--- src/rtl/time_set_12h.sv ---
// rtl/time_set_12h.sv - 12-hour time-set front end that loads edited time into the 24h time counter
module time_set_12h #(
    parameter int TIMEOUT_CYCLES = 1_000_000_000,
    parameter int TO_W           = 30
) (
    input  logic        clk,
    input  logic        rst_n,
    input  logic [26:0] cur_time,
    input  logic        set_req,
    input  logic        hour_inc,
    input  logic        min_inc,
    input  logic        ampm_toggle,
    input  logic        confirm,
    input  logic        cancel,
    output logic        editing,
    output logic [3:0]  set_hour12,
    output logic [5:0]  set_min,
    output logic        set_pm,
    output logic        time_wr_en,
    output logic [26:0] time_wr_data
);

    typedef enum logic [1:0] {S_IDLE, S_LOAD, S_EDIT, S_COMMIT} state_t;

    state_t          state, next_state;
    logic [TO_W-1:0] to_cnt, to_cnt_d;
    logic [3:0]      hour_d;
    logic [5:0]      min_d;
    logic            pm_d;
    logic            editing_d;
    logic            wr_en_d;
    logic [26:0]     wr_data_d;
    logic [4:0]      cur_h24;
    logic [5:0]      cur_min;
    logic [4:0]      commit_h24;
    logic            any_pulse;
    logic            timed_out;
    logic            unused_cur;

    assign cur_h24    = cur_time[26:22];
    assign cur_min    = cur_time[21:16];
    assign unused_cur = ^cur_time[15:0];
    assign any_pulse  = set_req | hour_inc | min_inc | ampm_toggle | confirm | cancel;
    assign timed_out  = (to_cnt == TO_W'(TIMEOUT_CYCLES - 1));

    // 12 AM maps to hour 0 and 12 PM stays 12; all other PM hours add 12.
    always_comb begin
        if (set_hour12 == 4'd12) begin
            commit_h24 = set_pm ? 5'd12 : 5'd0;
        end else begin
            commit_h24 = set_pm ? ({1'b0, set_hour12} + 5'd12) : {1'b0, set_hour12};
        end
    end

    always_ff @(posedge clk or negedge rst_n) begin
        if (!rst_n) begin
            state        <= S_IDLE;
            to_cnt       <= '0;
            set_hour12   <= 4'd12;
            set_min      <= 6'd0;
            set_pm       <= 1'b0;
            editing      <= 1'b0;
            time_wr_en   <= 1'b0;
            time_wr_data <= 27'd0;
        end else begin
            state        <= next_state;
            to_cnt       <= to_cnt_d;
            set_hour12   <= hour_d;
            set_min      <= min_d;
            set_pm       <= pm_d;
            editing      <= editing_d;
            time_wr_en   <= wr_en_d;
            time_wr_data <= wr_data_d;
        end
    end

    always_comb begin
        next_state = state;
        case (state)
            S_IDLE:   if (set_req) next_state = S_LOAD;
            S_LOAD:   next_state = S_EDIT;
            S_EDIT: begin
                if (cancel) begin
                    next_state = S_IDLE;
                end else if (confirm) begin
                    next_state = S_COMMIT;
                end else if (!any_pulse && timed_out) begin
                    next_state = S_IDLE;
                end
            end
            S_COMMIT: next_state = S_IDLE;
            default:  next_state = S_IDLE;
        endcase
    end

    // Flags are registered from the current state, so they trail the state by one cycle.
    always_comb begin
        hour_d    = set_hour12;
        min_d     = set_min;
        pm_d      = set_pm;
        to_cnt_d  = to_cnt;
        editing_d = (state == S_EDIT);
        wr_en_d   = (state == S_COMMIT);
        wr_data_d = time_wr_data;
        case (state)
            S_LOAD: begin
                to_cnt_d = '0;
                min_d    = (cur_min > 6'd59) ? 6'd0 : cur_min;
                if (cur_h24 == 5'd0 || cur_h24 > 5'd23) begin
                    hour_d = 4'd12;
                    pm_d   = 1'b0;
                end else if (cur_h24 < 5'd12) begin
                    hour_d = cur_h24[3:0];
                    pm_d   = 1'b0;
                end else if (cur_h24 == 5'd12) begin
                    hour_d = 4'd12;
                    pm_d   = 1'b1;
                end else begin
                    hour_d = 4'(cur_h24 - 5'd12);
                    pm_d   = 1'b1;
                end
            end
            S_EDIT: begin
                to_cnt_d = any_pulse ? '0 : to_cnt + 1'b1;
                if (!cancel && !confirm) begin
                    if (hour_inc)    hour_d = (set_hour12 == 4'd12) ? 4'd1 : set_hour12 + 4'd1;
                    if (min_inc)     min_d  = (set_min == 6'd59) ? 6'd0 : set_min + 6'd1;
                    if (ampm_toggle) pm_d   = ~set_pm;
                end
            end
            S_COMMIT: wr_data_d = {commit_h24, set_min, 16'd0};
            default: ;
        endcase
    end

endmodule

--- config.mk ---
export PLATFORM = sky130hd
export DESIGN_NAME = time_set_12h
export DESIGN_NICKNAME = d
export VERILOG_FILES = /design/src/rtl/time_set_12h.sv
export SDC_FILE = /design/constraint.sdc
export NUM_CORES = 1
export LEC_CHECK = 0
export BUFFER_PORTS_ARGS = -buffer_cell sky130_fd_sc_hd__buf_2
export CORE_MARGIN = 5
export CORE_UTILIZATION = 40
export CTS_BUF_LIST = sky130_fd_sc_hd__clkbuf_4
export DETAILED_ROUTE_END_ITERATION = 16
export SYNTH_ARGS = -nofsm -noshare
export SYNTH_HDL_FRONTEND = slang
export SYNTH_SLANG_ARGS = --single-unit
--- constraint.sdc ---
create_clock -name clk -period 4.2 [get_ports clk]
set_clock_uncertainty 0.15 [all_clocks]
set_input_delay 0.84 -clock clk [delete_from_list [all_inputs] [get_ports clk]]
set_output_delay 0.84 -clock clk [all_outputs]
set_load 0.01 [all_outputs]
Yosys cells after proc, flatten, opt, wreduce, memory -nomap -nowiden
Index checks and enable logic that the tools add are counted.
Storage, ports and cells
  register bits after elaboration: 56
  output and inout port bits: 40
  word-level logic and storage cells: 75
Cells by class
  $add $sub $neg: 5
  magnitude comparators: 3
  equality and inequality tests: 13
  mux-type cells: 27
  bitwise logic cells: 6
  reduce and logical (&&, ||, !) cells: 13
Operator list (number)
  case mux 30 bit (2 select lines): 1
  adder 30 x 1 -> 30 bit, second input constant: 1
  equality test 30 bit, second input constant: 1
  two-way mux 30 bit: 1
  two-way mux 4 bit: 7
  two-way mux 6 bit: 4
  case mux 6 bit (2 select lines): 1
  two-way mux 5 bit: 2
  AND reduction 3 bit: 3
  two-way mux 2 bit: 4
  != test 2 bit, second input constant: 4
  case mux 2 bit (4 select lines): 1
  case mux 4 bit (2 select lines): 1
  adder 6 x 1 -> 6 bit, second input constant: 1
  equality test 6 bit, second input constant: 1
  greater-than comparator 6 bit, second input constant: 1
  adder 4 x 4 -> 5 bit, second input constant: 1
  equality test 5 x 4 -> 1 bit, second input constant: 1
  greater-than comparator 5 bit, second input constant: 1
  logical NOT 5 bit: 1
  less-than comparator 5 x 4 -> 1 bit, second input constant: 1
  OR 1 bit: 5
  adder 4 x 1 -> 4 bit, second input constant: 1
  equality test 2 bit, second input constant: 2
  other kinds (14): 20

Depth between registers and ports, before layout
  word-level depth: 11
  depth in mapped cells: 8
  gate-level depth less buffers: 6

Worst setup path after synthesis
No wires, ideal clock.
  path kind: flip-flop to flip-flop
  from: reg state[0]
  to: reg to_cnt[27]
  library setup time: 78 ps
  arrival: 2195 ps
  required time: 3972 ps
  path slack: 1777 ps
  stages on the path, launching flop included: 8
  path buffers: 1
  period minus slack after synthesis: 2423 ps
  cell sequence: dfrtp_1 > inv_1 > ha_1 > nand3_1 > or4_1 > buf_2 > or4_1 > a21oi_1
On the way
  longest elaborated chain between the ends: 2
  elaborated cells between the ends (all ways): 4
Ends and longest elaborated chain
  from (decl): line 25  | state_t state, next_state;
  from (signal assigned): line 66  | state <= next_state;
  equality test 2 bit / equality test 2 x 1 -> 1 bit (equally long branches): line 105  | case (state)
  case mux 30 bit (2 select lines) / nonzero test 2 bit (equally long branches)
  to (signal assigned): line 67  | to_cnt <= to_cnt_d;
  to (decl): line 26  | logic [TO_W-1:0] to_cnt, to_cnt_d;
Parallel ways exist; a longest one is shown, timed or not.
A chain may end at the register's enable or synchronous reset.

Final worst setup path
  from: reg state[0]
  to: reg to_cnt[23]
The elaborated chain is that of the path after synthesis.

==> flow_summary.yaml <==
run_status:
  run_status: "finished, final reports clean"
clocking:
  ctsRootBufferMaster: "clkbuf_4"
  clock_path_buffers: 2
  clkTransAtPathRegs_ns: 0.17
  cts_setup_buffers: 0
  clkLatencyLatePin_ns: 0.39
  cts_hold_buffers: 0
  cts_num_sinks: 56
  htree_num_levels: 2
  cts_resized: 0
  tritoncts: "yes"
  cts_buffers: 5
sta:
  rsz0062_at_grt: "no"
  fin_crit_ns: 3.09
  tns_ns: 0
  worst_pin_slew_ns: 0.868
  maxSlewViolCount: 0
  final_hold_viol_count: 0
  relSlewSlack_pct: 42.1
  fin_crit_sh_pct: 73.5
  timing.fmax_mhz: 324
  worst_slack_ns: 1.11
  setup_viol: 0
floorplanning:
  start_util_pct: 41.0
  die_area_mm2: 0.0104
  io_pins: 75
  core-area_mm2: 0.00822
  die_w_um: 102
  fp.dieH_um: 102
  row_count: 33
critical_path:
  path_class: "flop to flop"
  crit_path_start_kind: "flop"
  cpPeakStageDelay_ns: 0.82
  required_ns: 4.36
  worstPathArrival_ns: 3.25
  cpMostUsedCell: "or4_1"
  cp-end-kind: "flop"
  cp_slowest_cell: "or4_1"
  crit_fanout: 16
  crit_chain: "inv_1 > ha_1 > nand3_1 > or4_1 > or4_1 > a21oi_1"
placement:
  place.gp.congestion: 0.789
  dp_hpwl_mm: 5.52
  port_buffers: 42
  pre_cts_ws_ns: 1.11
route:
  wl_met3_um: 325
  routed_wl_mm: 7.72
  drtAntennaViolNets: 0
  drtPass1Iterations: 4
  post_drt_wl_per_cell_um: 15.3
  wl_met2_mm: 3.56
  route.layer.met1.wl_mm: 3.76
  top_layer: "met4"
  drc: 0
  drtIter0Drc: 185
  vias: 2841
  via_per_inst: 5.63
power:
  finalPower_mw: 1.94
  p_per_area_mw_per_mm2: 527
  leakage_nw: 1.56
  ir_worst_vdd_v: 0.000264
yosys:
  ys.warnings.count: 0
  yosysSeqAreaShare_pct: 41.7
  syn-instance-count: 359
  async_flop_share_pct: 100
  synth-seq-cells: 56
  ys_types: 62
  ys.flop_type: "dfrtp_1"
  avgSynthCellArea_um2: 9.39
  synthesis.area_mm2: 0.00337
  synth-edff-count: 0
hold_path:
  hp-class: "flop to flop"
grt:
  grt_antenna_before_repair: 0
  grt_max_degree: 38
  grt_pass1_vias: 2702
  track_usage_pct: 15.1
  overflow: 0
  grt_pass1_wl_mm: 12.8
final_layout:
  final_cell_mix: "54 x dfrtp_1, 42 x buf_2, 27 x a21oi_1"
  drive_gt1_share_pct: 18.3
  syn2layout_area_growth_pct: 9.28
  layout_commonest_cell: "dfrtp_1"
  fin_nets: 446
  diodes: 0
flow_run:
  maxCapViolCount: 0
## metal layers
metal,track usage (%),vias to the layer above
met5,0,-
met4,4.09,0
met3,2.20,4
met2,24.4,60
met1,21.2,1381
li1,-,1396
## state kept, by name (all words and copies together), names as in the netlist
signal        cells
editing           1
to_cnt           30
set_hour12        4
time_wr_en        1
state             2
set_pm            1
time_wr_data     11
set_min           6
## synth_stat cells (all sizes together) (5+ instances only)
master	n	share of area, %
dfrtp	54	40
or4	17	3.8
nor4	6	1.1
mux2	7	2.3
nor3	5	0.74
xnor2	6	1.6
ha	12	4.5
or3	10	2.0
o21ai	19	2.8
a21oi	27	4.0
nand4	13	2.6
o31ai	11	2.5
nor2	13	1.4
buf	21	4.5
nand2	23	2.6
inv	24	2.7
nand3	12	1.9
clkbuf	7	0.78
and4	5	1.3
## area by class of cell
type / count / area, µm²
Clock buffer: 5 / 37.5
Sequential cell: 56 / 1400
Clock inverter: 3 / 18.8
Inverter: 24 / 90.1
Timing Repair Buffer: 46 / 240
Tap cell: 105 / 131
Multi-Input combinational cell: 266 / 1760
Fill cell: 805 / 4530
## per-stage QoR
stage / std cells / instance area [µm²] / util (%) / hold slack [ns]
6_report: 505 / 3680 / 44.8 / 0.374
5_1_grt: 505 / 3680 / 44.8 / 0.388
2_1_floorplan: 374 / 3430 / - / 0.344
3_5_place_dp: 497 / 3630 / 44.1 / 0.340
3_3_place_gp: 497 / 3630 / 44.1 / 0.334
4_1_cts: 505 / 3680 / 44.8 / 0.378
## cell families (layout without fill, tap and decap cells)
logic type	count (synthesis)	in the layout	share of synthesized area, %
AO/OA/AOI/OAI	96	96	18.7
XOR/XNOR	7	7	1.82
adder cells (fa/ha/maj)	12	12	4.46
buffers and inverters	52	78	7.95
flip-flops	56	56	41.7
multiplexers	8	8	2.64
other	1	16	0.111
AND/OR/NAND/NOR	127	127	22.7
## report_power, final
group	internal, mW	switching [mW]	total (mW)
sequential	0.669	0.117	0.785
combinational	0.378	0.536	0.914
clock	0.0635	0.179	0.242
total	1.11	0.831	1.94
## path summary, 6_finish.rpt
kind | endpoint | cells after the start | from | slack (ns)
setup / recovery | to_cnt[23] | 6 | state[0] | 1.11
hold / removal | time_wr_data[17] | 1 | time_wr_data[17] | 0.37
setup reg to reg | to_cnt[23] | 6 | state[0] | 1.11
hold reg to reg | time_wr_data[17] | 1 | time_wr_data[17] | 0.37
max in group asynchronous | to_cnt[18] | 2 | rst_n | 2.70
min in group asynchronous | to_cnt[2] | 1 | rst_n | 0.39
## critical path: cells and delay by family (launching register included)
kind | cells | cell delay (ns)
AOI/OAI and AO/OA | 1 | 0.15
buffers and inverters | 1 | 0.10
and+or+nand+nor | 3 | 1.59
adders and majority gates | 1 | 0.53
DFF | 1 | 0.50
Power figures use the tool's default switching activity.
